$ cat config.mk
export PLATFORM = sky130hd
export DESIGN_NAME = adder_operand_loader
export DESIGN_NICKNAME = d
export VERILOG_FILES = /design/src/rtl/adder_operand_loader.sv
export SDC_FILE = /design/constraint.sdc
export NUM_CORES = 1
export LEC_CHECK = 0
export CAP_MARGIN = 20
export CORE_MARGIN = 1
export CORE_UTILIZATION = 35
export DETAILED_ROUTE_END_ITERATION = 10
export GPL_TIMING_DRIVEN = 0
export HOLD_SLACK_MARGIN = 0.02
export PLACE_DENSITY_LB_ADDON = 0.2
export SYNTH_ARGS = -nofsm -noshare
export SYNTH_HDL_FRONTEND = slang
export SYNTH_SLANG_ARGS = --single-unit
$ cat constraint.sdc
create_clock -name clk -period 2.2 [get_ports clk]
set_input_delay 0.33 -clock clk [delete_from_list [all_inputs] [get_ports clk]]
set_output_delay 0.33 -clock clk [all_outputs]
set_load 0.01 [all_outputs]
$ cat src/rtl/adder_operand_loader.sv
// adder_operand_loader: collects two operands from a stream and presents them as a pair
//   clk, rst (async, active-high)
//   in_data/in_valid/in_ready : operand stream in (A first, then B)
//   op_a/op_b/op_valid/op_ready : operand pair out to the adder
//   pair_count : pairs delivered, modulo 256
//   timeout_err/clear_err : sticky flag for an A dropped while waiting for B, and its clear
module adder_operand_loader #(
   parameter int WIDTH   = 8,
   parameter int TIMEOUT = 255
) (
   input  logic             clk,
   input  logic             rst,
   input  logic [WIDTH-1:0] in_data,
   input  logic             in_valid,
   output logic             in_ready,
   output logic [WIDTH-1:0] op_a,
   output logic [WIDTH-1:0] op_b,
   output logic             op_valid,
   input  logic             op_ready,
   output logic [7:0]       pair_count,
   output logic             timeout_err,
   input  logic             clear_err
);
   localparam int TW = (TIMEOUT == 0) ? 1 : $clog2(TIMEOUT + 1);
   localparam logic [TW-1:0] T_LAST = TW'((TIMEOUT == 0) ? 0 : TIMEOUT - 1);
   typedef enum logic [1:0] {LOAD_A, LOAD_B, PRESENT} state_t;
   state_t state, state_nx;
   logic [TW-1:0] timer;
   logic in_hs, out_hs, timeout_hit;
   // rst gates in_ready so nothing is offered while reset is held
   assign in_ready    = !rst && state != PRESENT;
   assign op_valid    = state == PRESENT;
   assign in_hs       = in_valid && in_ready;
   assign out_hs      = op_valid && op_ready;
   // a B arriving on the last wait cycle beats the timeout
   assign timeout_hit = TIMEOUT != 0 && state == LOAD_B && !in_hs && timer == T_LAST;
   always_comb begin
      state_nx = state;
      state_nx = (state == LOAD_A && in_hs) ? LOAD_B :
                 (state == LOAD_B && in_hs) ? PRESENT :
                 (timeout_hit || out_hs)    ? LOAD_A : state;
   end
   always_ff @(posedge clk or posedge rst)
      if (rst) state <= LOAD_A;
      else     state <= state_nx;
   always_ff @(posedge clk or posedge rst)
      if (rst) begin
         op_a        <= '0;
         op_b        <= '0;
         timer       <= '0;
         pair_count  <= '0;
         timeout_err <= 1'b0;
      end else begin
         if (state == LOAD_A && in_hs) op_a <= in_data;
         if (state == LOAD_B && in_hs) op_b <= in_data;
         if (state == LOAD_A && in_hs) timer <= '0;
         else if (state == LOAD_B && !in_hs && !timeout_hit) timer <= timer + 1'b1;
         if (out_hs) pair_count <= pair_count + 8'd1;
         timeout_err <= timeout_hit ? 1'b1 : clear_err ? 1'b0 : timeout_err;
      end
endmodule

==> flow_summary.yaml <==
outcome:
  status: "finished, final reports clean"
setup_path:
  cp_common_cell: "nand2_1"
  r2r-end: "timer[4]"
  crit_type: "input pin to register"
  path_cells: "clkdlybuf4s50_1 -> nand2b_1 -> nor3_1 -> clkbuf_1 -> nand2_1 -> nand2_1"
  start_kind: "input pin"
  ff2ff_setup_slack_ns: 0.43
  critPathSlowestCell: "nor3_1"
  cp.arrival_ns: 2.19
  cp.required_ns: 2.43
  r2r_cells: 6
  crit_end: "op_a[2]"
  cpPeakStageDelay_ns: 0.53
  cp_max_fo: 10
  critPathCaptureType: "register"
  cp-startpoint: "rst"
  reg2reg_from: "timer[0]"
timing:
  finalSetupTns_ns: 0
  setup_viol: 0
  period_needed_ns: 1.96
  slew_headroom_pct: 57.4
  finalWorstSetupSlack_ns: 0.238
  fin_skew_ns: 0.00451
  max_freq_mhz: 510
  hold_viol: 0
  grt_setup_unrepaired: "false"
  worst_slew_pin_slew_ns: 0.634
  timing.final.crit_share_pct: 89.2
  fin_hold_ws_ns: 0.467
  final_max_slew_viol_count: 0
clock_tree:
  clk_pin_slew_ns: 0.07
  cts_tree: "yes"
  cts_sinks: 35
  htree_levels: 2
  cts_root_buffer: "clkbuf_8"
  cts_setup_buffers: 0
  cts_resized: 0
  cts_max_path_buffers: 2
  hold_buffers: 0
  numCtsBuffers: 5
  clk_latency_ns: 0.29
drt:
  drt_wl_total_mm: 3.24
  drc_errors: 0
  wl_per_cell_um: 13.2
  ant_nets: 0
  drtIter0Drc: 60
  vias_per_cell: 4.87
  num_vias: 1199
  first_pass_iters: 4
power_and_ir_drop:
  clockPowerShare_pct: 21.9
  swShare_pct: 31.7
  intPower_mw: 1.85
  p_switching_mw: 0.858
  p_leak_nw: 0.960
  irDropWorstVdd_mv: 0.562
  p_total_mw: 2.71
  pwr-share-comb_pct: 37.5
  p_per_area_nw_per_um2: 1270
  power_frac_seq_pct: 40.6
synthesis:
  syn_nets: 164
  synth_simple_gate_area_share_pct: 21.4
  synth_edf_count: 0
  synth_seq_area_share_pct: 56.7
  synth_top_family_by_area: "simple AND/OR/NAND/NOR gates"
  syn-cell-area_sq_um: 1550
  ys_ff_latch: 35
  yosysWarnings: 0
  synth_xor_area_share_pct: 3.97
  synthMuxAreaShare_pct: 6.56
  synthAdderAreaFrac_pct: 2.43
  syn_avg_cell_area_sq_um: 10.4
  synth_flop_cell: "dfrtp_1"
  ys_async_sr_fraction_pct: 100
  synth_compound_area_share_pct: 6.48
  synthesis.instances: 148
  ys_types: 33
placed_design:
  io_buffers: 39
  gp_congestion: 0.784
  dp.final_hpwl_mm: 2.33
  dp_cells: 238
  pre_cts_ws_ns: -0.0680
hold_path:
  hp-class: "input pin to asynchronous set/reset pin"
floorplan:
  die_x_um: 68.4
  die_area_sq_um: 4680
  core_area_sq_um: 4120
  ios: 40
  start_util_pct: 37.5
  row_count: 23
  die_h_um: 68.4
layout:
  instances_no_fill: 246
  area_growth_pct: 38.7
  layout_commonest_cell: "clkdlybuf4s50_1"
  drive_above_1_share_pct: 10.7
  final_nets: 211
  diodes: 0
  final_cell_mix: "clkdlybuf4s50_1, nand2_1, dfrtp_1"
global_routing:
  grt_pass1_vias: 1168
  track_usage_pct: 15.8
  gr-total-overflow: 0
  grt_pass1_wl_mm: 5.32
  grt_max_degree: 23
  antenna_found_initial: 0
run:
  drv_cap: 0
## how the worst min path moves through the flow
stage             startpoint            end  slack [ns]  depth (start not counted)
3_5_place_dp         op_a[6]        op_a[6]        0.47                          2
4_1_cts                  rst  pair_count[1]        0.48                          2
3_3_place_gp         op_a[6]        op_a[6]        0.46                          2
5_1_grt        pair_count[6]  pair_count[6]        0.51                          1
2_1_floorplan     in_data[0]        op_a[0]        0.44                          2
6_report                 rst       state[1]        0.47                          2
## power groups by stage
| stage | clock network (mW) | logic [mW] | registers, mW |
|---|---|---|---|
| 6_report | 0.595 | 1.02 | 1.10 |
| 2_1_floorplan | 0 | 0.411 | 1.17 |
| 5_1_grt | 0.636 | 1.11 | 1.14 |
| 3_3_place_gp | 0 | 0.997 | 1.09 |
| 4_1_cts | 0.618 | 1.03 | 1.10 |
| 3_5_place_dp | 0 | 1.03 | 1.11 |
## cell usage after synthesis (2+ instances only)
| library cell | count | share of area [%] |
|---|---|---|
| clkbuf_1 | 3 | 0.73 |
| nand2_1 | 36 | 8.7 |
| or4_1 | 2 | 0.97 |
| nor3_1 | 3 | 0.97 |
| a31oi_1 | 3 | 1.2 |
| xor2_1 | 2 | 1.1 |
| nor2_1 | 8 | 1.9 |
| a21oi_1 | 4 | 1.3 |
| nand4_1 | 2 | 0.81 |
| inv_1 | 3 | 0.73 |
| ha_1 | 3 | 2.4 |
| mux2_2 | 9 | 6.6 |
| nand3_1 | 5 | 1.6 |
| dfrtp_1 | 35 | 57 |
| o21ai_1 | 2 | 0.65 |
| a311oi_1 | 2 | 1.1 |
| and2_1 | 2 | 0.81 |
| and3_1 | 5 | 2.0 |
| xnor2_1 | 5 | 2.8 |
## sequential cells by signal, summed over array words and instances, names as in the netlist
signal,cells
timeout_err,1
timer,8
pair_count,8
op_a,8
state,2
op_b,8
## layout make-up
cell class,count,area (sq um)
Buffer,5,27.5
Clock buffer,6,82.6
Clock inverter,2,35.0
Fill cell,375,1970
Inverter,3,11.3
Multi-Input combinational cell,105,631
Sequential cell,35,876
Tap cell,50,62.6
Timing Repair Buffer,40,418
## kinds of logic after synthesis
kind of cell,count (synthesis)
AO/OA/AOI/OAI,16
buffers and inverters,8
XOR/XNOR,7
flip-flops,35
AND/OR/NAND/NOR,70
adder cells (fa/ha/maj),3
multiplexers,9
## worst max-delay path, delay by kind of cell
family / cells / cell delay (ns)
simple gates: 4 / 0.97
buf+inv: 2 / 0.87
## per-layer routing
metal  global-route usage [%]  share of wire [%]  routed length (um)
met1                     20.1                 48                1550
met2                     24.9                 46                1500
met3                     4.83                4.5                 145
met4                     6.25                1.6                  53
met5                        0                  0                   0
## stage by stage
stage               area, sq um  util (%)
global route               2140      52.1
finish                     2140      52.1
CTS                        2140      52.1
detailed placement         2030      49.2
global placement           2000      48.6
floorplan                  1550         -
Power figures use the tool's default switching activity.
